<file path="src/rtl/fetch_stage_if.sv">
// Instruction-memory request/response bus between the IF stage (master) and imem (slave).
interface fetch_stage_if;
  logic        req_valid;
  logic        req_ready;
  logic [31:0] req_addr;
  logic        rsp_valid;
  logic [31:0] rsp_data;

  modport master (
    output req_valid,
    output req_addr,
    input  req_ready,
    input  rsp_valid,
    input  rsp_data
  );

  modport slave (
    input  req_valid,
    input  req_addr,
    output req_ready,
    output rsp_valid,
    output rsp_data
  );
endinterface

</file>
<file path="src/rtl/fetch_stage.sv">
// RV32I IF stage: owns the PC, issues in-order imem fetches and queues responses for ID.
// Optional macro IF_PERF_CNT_EN adds delivered/discarded instruction counters.
module fetch_stage #(
  parameter logic [31:0] RESET_PC = 32'h0000_0000,
  parameter int unsigned DEPTH    = 2
) (
  input  logic          clk_i,
  input  logic          rst_i,
  fetch_stage_if.master imem,
  input  logic          redirect_en_i,
  input  logic [31:0]   redirect_addr_i,
  output logic          if_id_valid_o,
  input  logic          id_ready_i,
  output logic [31:0]   if_id_pc_o,
  output logic [31:0]   if_id_pc_next_o,
  output logic [31:0]   if_id_instr_o,
  output logic [31:0]   perf_fetched_o,
  output logic [31:0]   perf_dropped_o
);
  localparam int unsigned   CW   = $clog2(DEPTH + 1);
  localparam int unsigned   PW   = (DEPTH > 1) ? $clog2(DEPTH) : 1;
  localparam logic [CW:0]   CAP  = (CW+1)'(DEPTH);
  localparam logic [PW-1:0] LAST = PW'(DEPTH - 1);

  logic [31:0]   fetch_pc;
  logic [31:0]   rsp_pc;
  logic [31:0]   redirect_tgt;
  logic [CW-1:0] outstanding;
  logic [CW-1:0] drop_cnt;
  logic [CW-1:0] count;
  logic [PW-1:0] head;
  logic [PW-1:0] tail;
  logic [31:0]   pc_q    [DEPTH];
  logic [31:0]   instr_q [DEPTH];
  logic          req_fire;
  logic          push;
  logic          pop;

  function automatic logic [PW-1:0] ptr_inc(input logic [PW-1:0] p);
    return (p == LAST) ? '0 : p + PW'(1);
  endfunction

  // In-flight requests plus queued entries never exceed DEPTH, so a push always has room.
  always_comb begin
    redirect_tgt   = {redirect_addr_i[31:2], 2'b00};
    imem.req_valid = !rst_i && !redirect_en_i &&
                     (({1'b0, outstanding} + {1'b0, count}) < CAP);
    imem.req_addr  = fetch_pc;
    req_fire       = imem.req_valid && imem.req_ready;
    push           = imem.rsp_valid && !redirect_en_i && (drop_cnt == '0);
    pop            = if_id_valid_o && id_ready_i && !redirect_en_i;
  end

  assign if_id_valid_o   = (count != '0);
  assign if_id_pc_o      = pc_q[head];
  assign if_id_pc_next_o = pc_q[head] + 32'd4;
  assign if_id_instr_o   = instr_q[head];

  always_ff @(posedge clk_i or posedge rst_i) begin
    if (rst_i) begin
      fetch_pc    <= RESET_PC;
      rsp_pc      <= RESET_PC;
      outstanding <= '0;
      drop_cnt    <= '0;
      count       <= '0;
      head        <= '0;
      tail        <= '0;
      for (int unsigned i = 0; i < DEPTH; i++) begin
        pc_q[i]    <= '0;
        instr_q[i] <= '0;
      end
    end else begin
      outstanding <= outstanding + CW'(req_fire) - CW'(imem.rsp_valid);
      if (redirect_en_i) begin
        // Everything still in flight, minus a response landing now, belongs to the old path.
        fetch_pc <= redirect_tgt;
        rsp_pc   <= redirect_tgt;
        drop_cnt <= outstanding - CW'(imem.rsp_valid);
        count    <= '0;
        head     <= '0;
        tail     <= '0;
      end else begin
        if (req_fire) fetch_pc <= fetch_pc + 32'd4;
        if (imem.rsp_valid) begin
          if (drop_cnt != '0) begin
            drop_cnt <= drop_cnt - CW'(1);
          end else begin
            pc_q[tail]    <= rsp_pc;
            instr_q[tail] <= imem.rsp_data;
            tail          <= ptr_inc(tail);
            rsp_pc        <= rsp_pc + 32'd4;
          end
        end
        if (pop) head <= ptr_inc(head);
        count <= count + CW'(push) - CW'(pop);
      end
    end
  end

`ifdef IF_PERF_CNT_EN
  logic [31:0] fetched_cnt;
  logic [31:0] dropped_cnt;
  logic        rsp_drop;

  assign rsp_drop = imem.rsp_valid && (redirect_en_i || (drop_cnt != '0));

  always_ff @(posedge clk_i or posedge rst_i) begin
    if (rst_i) begin
      fetched_cnt <= '0;
      dropped_cnt <= '0;
    end else begin
      if (pop) fetched_cnt <= fetched_cnt + 32'd1;
      dropped_cnt <= dropped_cnt + 32'(rsp_drop) + (redirect_en_i ? 32'(count) : 32'd0);
    end
  end

  assign perf_fetched_o = fetched_cnt;
  assign perf_dropped_o = dropped_cnt;
`else
  assign perf_fetched_o = '0;
  assign perf_dropped_o = '0;
`endif

  rsp_needs_request: assert property (
    @(posedge clk_i) disable iff (rst_i) imem.rsp_valid |-> (outstanding != '0)
  );
endmodule
</file>
<file path="src/flat_wrapper.sv">
// flat-port wrapper written by rule: the top's interface ports become plain ports
module fetch_stage_flat 
#(
  parameter logic [31:0] RESET_PC = 32'h0000_0000,
  parameter int unsigned DEPTH    = 2
)
  (clk_i, rst_i, redirect_en_i, redirect_addr_i, if_id_valid_o, id_ready_i, if_id_pc_o, if_id_pc_next_o, if_id_instr_o, perf_fetched_o, perf_dropped_o, imem_req_valid, imem_req_addr, imem_req_ready, imem_rsp_valid, imem_rsp_data);
  fetch_stage_if imem_i ();
  input  logic clk_i;
  input  logic rst_i;
  input  logic redirect_en_i;
  input  logic [31:0] redirect_addr_i;
  output logic if_id_valid_o;
  input  logic id_ready_i;
  output logic [31:0] if_id_pc_o;
  output logic [31:0] if_id_pc_next_o;
  output logic [31:0] if_id_instr_o;
  output logic [31:0] perf_fetched_o;
  output logic [31:0] perf_dropped_o;
  output wire logic [$bits(imem_i.req_valid)-1:0] imem_req_valid;
  output wire logic [$bits(imem_i.req_addr)-1:0] imem_req_addr;
  input wire logic [$bits(imem_i.req_ready)-1:0] imem_req_ready;
  input wire logic [$bits(imem_i.rsp_valid)-1:0] imem_rsp_valid;
  input wire logic [$bits(imem_i.rsp_data)-1:0] imem_rsp_data;
  assign imem_req_valid = imem_i.req_valid;
  assign imem_req_addr = imem_i.req_addr;
  assign imem_i.req_ready = imem_req_ready;
  assign imem_i.rsp_valid = imem_rsp_valid;
  assign imem_i.rsp_data = imem_rsp_data;
  fetch_stage #(.RESET_PC(RESET_PC), .DEPTH(DEPTH)) u_core (.clk_i(clk_i), .rst_i(rst_i), .imem(imem_i), .redirect_en_i(redirect_en_i), .redirect_addr_i(redirect_addr_i), .if_id_valid_o(if_id_valid_o), .id_ready_i(id_ready_i), .if_id_pc_o(if_id_pc_o), .if_id_pc_next_o(if_id_pc_next_o), .if_id_instr_o(if_id_instr_o), .perf_fetched_o(perf_fetched_o), .perf_dropped_o(perf_dropped_o));
endmodule
</file>
<file path="config.mk">
export PLATFORM = sky130hd
export DESIGN_NAME = fetch_stage_flat
export DESIGN_NICKNAME = d
export VERILOG_FILES = /design/src/rtl/fetch_stage_if.sv /design/src/rtl/fetch_stage.sv /design/src/flat_wrapper.sv
export SDC_FILE = /design/constraint.sdc
export NUM_CORES = 1
export LEC_CHECK = 0
export CAP_MARGIN = 10
export CORE_AREA = 2 2 143 145
export CTS_BUF_LIST = sky130_fd_sc_hd__clkbuf_16
export DETAILED_ROUTE_END_ITERATION = 10
export DIE_AREA = 0 0 145 147
export PLACE_DENSITY_LB_ADDON = 0.05
export REMOVE_ABC_BUFFERS = 1
export SYNTH_ARGS = -nofsm -noshare
export SYNTH_HDL_FRONTEND = slang
export SYNTH_SLANG_ARGS = --single-unit
</file>
<file path="constraint.sdc">
create_clock -name clk_i -period 14.7 [get_ports clk_i]
set_input_delay 2.94 -clock clk_i [delete_from_list [all_inputs] [get_ports clk_i]]
set_output_delay 2.94 -clock clk_i [all_outputs]
set_load 0.03 [all_outputs]
</file>
======== Yosys cells after proc, flatten, opt, wreduce, memory -nomap -nowiden ========
Cells that the tools add are included.
storage, ports and cells
  register bits after elaboration ......... 200
  input bits .............................. 70
  output and inout port bits .............. 194
  logic and storage cells ................. 78
cells by class
  add/subtract/negate cells ............... 12
  $lt $le $gt $ge ......................... 4
  equal/unequal tests ..................... 1
  muxes and demuxes ....................... 26
  bitwise gates (word level) .............. 4
  reductions and logical operators ........ 20
operator list
  kind                                                         count
  two-way mux 32 bit                                           12
  bitwise mux 64 bit                                           2
  adder 32 x 3 -> 32 bit (second input constant)               3
  demux 32 bit (select 1 bit)                                  1
  nonzero test 2 bit                                           6
  logical AND 1 bit                                            8
  two-way mux 2 bit                                            4
  two-way mux 1 bit                                            7
  subtractor 2 x 1 -> 2 bit                                    3
  adder 2 x 1 -> 2 bit                                         2
  greater-or-equal comparator 2 bit (second input constant)    2
  inverter 1 -> 2 bit                                          2
  AND reduction 2 bit                                          2
  adder 2 x 2 -> 3 bit                                         1
  less-than comparator 3 x 2 -> 1 bit (second input constant)  1
  AND reduction 3 bit                                          1
  adder 1 bit (second input constant)                          2
  logical NOT 1 bit                                            2
  logical NOT 2 bit                                            1
  less-than comparator 2 x 1 -> 1 bit (second input constant)  1
  != test 2 bit (second input constant)                        1
  inverter 1 bit                                               2
  subtractor 2 x 1 -> 2 bit (second input constant)            1

======== Longest topological paths before layout ========
Gate-level depths: netlist of run 1.
  depth in word-level cells ............... 6
  depth in mapped cells ................... 13
  depth with buffers taken out ............ 9

======== Worst setup path after synthesis of run 1 ========
OpenSTA, ideal clock, no wires.
  path type ............................... reg-to-output
  start ................................... register u_core.head
  end ..................................... output port if_id_pc_next_o[26]
  data arrival time ....................... 3511 ps
  data required time ...................... 11760 ps
  setup slack ............................. 8249 ps
  stages on the path, launching flop included .. 14
  buffers on the path ..................... 5
  cell sequence ........................... dfrtp_1 buf_6 buf_6 buf_2 buf_2 buf_2 mux2i_1 inv_1 ha_1 nand4b_1 a22oi_2 nand3_4 nor3b_1 xnor2_1
on the way
  longest elaborated chain between the ends .. 5
ends and longest elaborated chain
  what                              RTL line            text
  from (decl)                       fetch_stage.sv:31   logic [PW-1:0] head;
  from (signal assigned)            fetch_stage.sv:94   if (pop) head <= ptr_inc(head);
  inverter 1 -> 2 bit               -
  two-way mux 32 bit (3 in series)  -
  via if_id_pc_o[2]                 flat_wrapper.sv:15  output logic [31:0] if_id_pc_o;
  adder 32 x 3 -> 32 bit            fetch_stage.sv:56   assign if_id_pc_next_o = pc_q[head] + 32'd4;
  to (decl)                         flat_wrapper.sv:16  output logic [31:0] if_id_pc_next_o;
The timed path passes the listed nets, and every way through them passes these cells. The select of a mux whose other input is x is not followed.

======== Final worst setup path of run 1 ========
  start ................................... input port rst_i
  end ..................................... output port imem_req_valid
on the way
  longest elaborated chain between the ends .. 3
ends and longest elaborated chain
  what                                RTL line            text
  from (decl)                         flat_wrapper.sv:10  input logic rst_i;
  logical NOT 1 bit (no source line)  -
  logical AND 1 bit (2 in series)     fetch_stage.sv:46   imem.req_valid = !rst_i && !redirect_en_i &&
  to (decl)                           flat_wrapper.sv:20  output wire logic [$bits(imem_i.req_valid)-1:0] imem_req_valid;
Every way passes these cells.

==> results by group, run 1 <==
Run status
  • Status: completed

Place
  • Post-DP Area: 0.01234 mm^2
  • Port Buffer Count: 191
  • Gp weighted congestion: 0.8241
  • Post-DP HPWL: 15980 um

Drt
  • Highest routed layer: met4
  • Vias post-DR: 7316
  • Vias/cell: 5.321
  • Drt first pass iters: 4
  • Per-cell routed wire length: 16.72 um
  • ANT nets after route: 0
  • M1 wire length: 11210 um
  • Metal2 WL: 10670 um
  • Metal3 WL: 843 um
  • 1st-iter DRT viols: 381
  • Post-Route WL: 22990 um
  • Drt drc: 0

Die
  • Core region area: 0.01984 mm^2
  • Die Wd: 145 um
  • Die area: 0.02132 mm^2
  • Core Rows: 52
  • Initial Util: 52.84%
  • Io pins: 264
  • Die Ht: 147 um

Synth
  • Post-synth cell types: 58
  • Async set-reset flop share out of synthesis: 100.0%
  • Leading register cell type out of synthesis: dfrtp_1
  • Mapped cell area: 0.01049 mm^2
  • Synth top area cells: dfrtp_1, mux2_2, buf_4
  • Synthesized instance count: 919
  • Mean post-synth cell area: 11.41 um^2
  • Post-synthesis sequential area ratio: 45.82%
  • Post-synth EDFFs: 0
  • Yosys top cell area share: 45.82%
  • Cell taking the most area after synthesis: dfrtp_1
  • Seq cells post-synth: 192
  • Yosys warnings: 0

Setup path
  • Origin of the critical flop-to-flop path: u_core.count[0]
  • CP dominant cell by count: clkdlybuf4s50_1
  • Crit path DAT: 4.61 ns
  • CP delay by family, top: buffers and inverters
  • Reg2Reg Setup Slack: 11.55 ns
  • Setup CP Type: input pin to output pin
  • Critical Path RT: 11.76 ns
  • Crit path cell chain: clkdlybuf4s50_1, nor4_4, clkdlybuf4s50_1
  • Worst-path maximum fanout: 3
  • Origin of the worst setup path: rst_i
  • WP buf/inv: 2
  • Slowest cell on crit path: clkdlybuf4s50_1
  • Critical Path Source Type: input pin
  • Critical Path Max Stage Delay: 0.73 ns
  • CP Capture Type: output pin

Flow run
  • Max-Cap Viols: 0

Pwr
  • Power share of the combinational group: 48.6%
  • Clock power share: 17.9%
  • Peak supply drop: 0.0001033 V
  • Switching pwr: 0.9921 mW
  • Overall power: 2.531 mW
  • Switching part of the total power: 39.20%
  • Sequential share of power: 33.5%
  • P_leak: 5.541 nW
  • Int Power: 1.539 mW
  • PD cells: 196.0 mW/mm^2

STA
  • Slew headroom: 27.37%
  • Fin. Hold Viols: 0
  • Worst Skew: 0.01005 ns
  • Period utilization: 51.39%
  • Hold Slack: 0.5017 ns
  • Setup Total Neg Slack: 0 ns
  • Slew Viols, Final: 0
  • Final setup viols: 0
  • RSZ-0062 raised after global routing: no
  • Minimum clock period: 7.555 ns
  • Fmax: 132.4 MHz
  • Worst slew pin tran: 1.085 ns

Clock network
  • Clk_lat worst skew: 0.42 ns
  • Cts hold-fix bufs: 0
  • TritonCTS clock tree: done
  • Post_cts resized: 0
  • Post CTS Setup Buffer Count: 0
  • Maximum clock path buffer count: 2
  • Clock root cell: clkbuf_16
  • Clock Sinks: 192
  • Reg clk slew, reported paths: 0.06 ns
  • H-tree Lvls: 4
  • Total CTS buffers: 17

Layout
  • Layout area overhead: 23.14%
  • Most frequent cells in the layout: dfrtp_1, clkdlybuf4s50_1, mux2_2, conb_1, nand2_1
  • Fraction of layout cells with a size suffix above 1: 22.44%
  • Nets: 1175
  • Design Area, Final: 0.01291 mm^2
  • Commonest non-fill, non-tap cell in the layout: dfrtp_1
  • Number of diodes: 0

Hold path
  • Hold path startpoint: u_core.instr_q[38]
  • Min-delay worst type: register to register

Global route
  • Number of global-route vias before repair: 7304
  • First-pass GRT wire length: 38010 um
  • Largest net degree at the start of global routing: 119
  • Antenna violations before repair: 0
  • All-layer global routing usage: 21.91%
  • Global route overflow: 0
## synth_stat cells, types with 11 or more instances
library cell,number
o211ai_1,11
inv_1,18
clkbuf_1,12
dfrtp_1,192
buf_4,70
xor2_1,42
nand4_1,29
o21ai_0,35
nor2_1,26
nand3_1,36
mux2_2,183
xnor2_1,27
buf_2,21
a21oi_1,12
nand2_1,69
nor3_1,13
## final timing paths
path                                                 end  depth (start not counted)
worst max-delay path                      imem_req_valid                          3
worst min-delay path                  u_core.instr_q[38]                          1
worst max register to register  u_core.imem.req_addr[16]                          9
worst min register to register        u_core.instr_q[38]                          1
max in group asynchronous             u_core.instr_q[25]                          3
min in group asynchronous          u_core.outstanding[0]                          2
## cell families after synthesis
| group | after synthesis | share of synthesized area, % |
|---|---|---|
| simple gates | 230 | 12.67 |
| mux | 193 | 20.61 |
| flops | 192 | 45.82 |
| buf+inv | 129 | 7.589 |
| compound gates | 96 | 6.361 |
| xor+xnor | 69 | 5.764 |
| fa+ha+maj | 9 | 1.146 |
| other cells | 1 | 0.03577 |
## metal layers
layer / track usage, % / up-vias
li1: - / 3487
met1: 31.24 / 3612
met2: 35.38 / 198
met3: 3.509 / 19
met4: 5.396 / 0
met5: 0 / -
## final cells by class
class / count / area (um^2)
Multi-Input combinational cell: 667 / 5152
Clock buffer: 17 / 425.4
Tap cell: 270 / 337.8
Timing Repair Buffer: 198 / 1959
Inverter: 20 / 82.58
Fill cell: 1620 / 6933
Clock inverter: 11 / 145.1
Sequential cell: 192 / 4808
## state kept, by name, indices dropped and copies added, names as in the netlist
signal	count
u_core.head	1
u_core.drop_cnt	2
u_core.count	2
u_core.pc_q	60
u_core.outstanding	2
u_core.imem.req_addr	30
u_core.rsp_pc	30
u_core.tail	1
u_core.instr_q	64
## power groups by stage
stage | combinational [mW] | sequential, mW | clock, mW
after global routing | 1.30 | 0.876 | 0.483
after global placement | 1.22 | 0.848 | 0
after floorplan | 0.798 | 0.842 | 0
after CTS | 1.24 | 0.847 | 0.464
final | 1.23 | 0.849 | 0.452
after detailed placement | 1.24 | 0.856 | 0
## stage by stage
step / setup slack (ns) / utilization [%] / instances
6_report: 7.145 / 65.06 / 1375
5_1_grt: 7.092 / 65.06 / 1375
4_1_cts: 7.125 / 65.06 / 1375
3_5_place_dp: 7.136 / 62.19 / 1347
3_3_place_gp: 7.137 / 62.19 / 1347
2_1_floorplan: 6.533 / - / 879
No activity file was read; power rests on OpenSTA's default activity.
==> run 2: changes to the inputs <==
CORE_AREA = 2 2 148 150   (was 2 2 143 145)
DIE_AREA = 0 0 150 152   (was 0 0 145 147)
clock period = 7.85 ns   (was 14.7 ns; I/O delays follow)
==> run 2 against run 1 <==
Final area is 0.25% higher; die area is 7.0% higher; first-iteration DRC count is 24% lower; sequential cell count stayed put; sequential share of layout area is 0.094 points lower; clock power is 93% higher; wire length is 1.3% higher; worst hold slack worse by 0.0019 ns; clock skew is 0.0012 ns higher; via count hardly changed; critical endpoint is now if_id_pc_next_o[31]; largest cell class unchanged; largest power group unchanged; highest routed layer unchanged.
==> results by group, run 2 (same netlist as run 1, synthesis figures left out) <==
Pwr
  • PD cells: 368.1 mW/mm^2
  • P_leak: 5.565 nW
  • Switching pwr: 1.877 mW
  • Clock power share: 18.3%
  • Overall power: 4.765 mW
  • Sequential share of power: 33.4%
  • Int Power: 2.887 mW
  • Switching part of the total power: 39.40%
  • Power share of the combinational group: 48.3%
  • Peak supply drop: 0.0001858 V

STA
  • Period utilization: 72.98%
  • Slew Viols, Final: 0
  • RSZ-0062 raised after global routing: no
  • Worst slew pin tran: 1.072 ns
  • Slew headroom: 28.29%
  • Hold Slack: 0.4998 ns
  • Fin. Hold Viols: 0
  • Worst Skew: 0.01129 ns
  • Setup Total Neg Slack: 0 ns
  • Fmax: 174.6 MHz
  • Worst setup margin: 2.121 ns
  • Minimum clock period: 5.729 ns
  • Final setup viols: 0

Place
  • Post-DP Area: 0.01235 mm^2
  • Placed cell count: 1357
  • Post-DP HPWL: 16060 um
  • Pre-CTS setup slack: 2.485 ns
  • Gp weighted congestion: 0.8154
  • Port Buffer Count: 191

Layout
  • Final core occ: 60.62%
  • Biggest register: u_core.instr_q
  • Filler instances: 1845
  • Commonest non-fill, non-tap cell in the layout: dfrtp_1
  • Most frequent cells in the layout: dfrtp_1, clkdlybuf4s50_1, mux2_2, conb_1, nand2_1
  • Number of diodes: 0
  • Layout area overhead: 23.45%
  • Max reg flops: 64
  • Final Instance Count excl. Fillers: 1388
  • Fraction of layout cells with a size suffix above 1: 22.47%
  • Design Area, Final: 0.01294 mm^2
  • Nets: 1175
  • Biggest regs: u_core.instr_q x64, u_core.pc_q x60

Setup path
  • Setup CP Type: register to output pin
  • Critical Path Source Type: register
  • Worst-path maximum fanout: 52
  • Reg2Reg Setup Slack: 4.70 ns
  • Critical Path Max Stage Delay: 0.82 ns
  • CP Capture Point: if_id_pc_next_o[31]
  • R2r endpoint: u_core.imem.req_addr[13]
  • Reg2Reg Depth: 9
  • Crit path DAT: 4.16 ns
  • Critical Path RT: 6.28 ns
  • CP Capture Type: output pin
  • Crit path cell chain: buf_4, mux2i_1, a221oi_4, nand3_4, nor4_2, xor2_1, clkdlybuf4s50_1
  • Slowest cell on crit path: dfrtp_4
  • Origin of the worst setup path: u_core.head
  • Origin of the critical flop-to-flop path: u_core.count[0]

Clock network
  • Post CTS Setup Buffer Count: 0
  • Reg clk slew, reported paths: 0.07 ns
  • Post_cts resized: 0
  • H-tree Lvls: 4
  • Clock Sinks: 192
  • Total CTS buffers: 17
  • Maximum clock path buffer count: 2
  • TritonCTS clock tree: done
  • Clock root cell: clkbuf_16
  • Clk_lat worst skew: 0.42 ns
  • Cts hold-fix bufs: 0

Drt
  • Vias/cell: 5.272
  • Post-Route WL: 23290 um
  • Drt first pass iters: 4
  • ANT nets after route: 0
  • 1st-iter DRT viols: 291
  • Vias post-DR: 7317
  • Per-cell routed wire length: 16.78 um
  • Drt drc: 0

Global route
  • Largest net degree at the start of global routing: 134
  • Global route overflow: 0
  • All-layer global routing usage: 20.56%
  • First-pass GRT wire length: 37530 um
  • Antenna violations before repair: 0
  • Number of global-route vias before repair: 7069

Die
  • Die Wd: 150 um
  • Io pins: 264
  • Die Ht: 152 um
  • Core Rows: 54
  • Core region area: 0.02135 mm^2
  • Die area: 0.02280 mm^2
  • Initial Util: 49.11%

Run status
  • Status: completed

Hold path
  • Min-delay worst type: register to register

Flow run
  • Max-Cap Viols: 0
## run 2: cell count changes in the layout (fill, tap and decap cells not counted)
cell        previous run  this run
clkinv_1               2         3
clkinv_4               1         3
clkinvlp_4             5         2
inv_1                 17        18
inv_6                  0         2
## run 2: layout make-up
cell class                      instances  area, um^2  area share (%)
Clock buffer                           17       425.4           3.287
Sequential cell                       192        4808           37.15
Tap cell                              280       350.3           2.707
Inverter                               20       82.58          0.6380
Timing Repair Buffer                  198        1959           15.14
Multi-Input combinational cell        667        5152           39.81
Clock inverter                         14       165.2           1.276
## run 2: layer usage
layer / up-vias / wire length, um / global-route usage, %
met4: 0 / 227 / 4.717
li1: 3491 / - / -
met1: 3626 / 11580 / 30.84
met3: 13 / 1008 / 3.333
met2: 187 / 10470 / 31.38
met5: - / 0 / 0
## run 2: how the worst min path moves through the flow
stage                     cells after the start          startpoint  slack, ns                  to
after floorplan                               1     u_core.pc_q[57]       0.47     u_core.pc_q[57]
after global placement                        1  u_core.instr_q[25]       0.48  u_core.instr_q[25]
after detailed placement                      1  u_core.instr_q[17]       0.49  u_core.instr_q[17]
after CTS                                     1     u_core.pc_q[30]       0.50     u_core.pc_q[30]
after global routing                          1     u_core.pc_q[21]       0.52     u_core.pc_q[21]
final                                         1     u_core.pc_q[30]       0.50     u_core.pc_q[30]
## run 2: power by group through the flow
stage | combinational, mW | clock, mW | sequential, mW
6_report | 2.30 | 0.872 | 1.59
2_1_floorplan | 1.49 | 0 | 1.58
5_1_grt | 2.44 | 0.937 | 1.64
3_3_place_gp | 2.29 | 0 | 1.59
3_5_place_dp | 2.31 | 0 | 1.61
4_1_cts | 2.32 | 0.896 | 1.59
## run 2: worst max-delay path: cells and delay by family, from the launching register on
family | cells | cell delay [ns]
compound gates | 1 | 0.55
flops | 1 | 0.82
buf+inv | 2 | 1.31
mux | 1 | 0.29
simple gates | 2 | 0.58
xor+xnor | 1 | 0.17
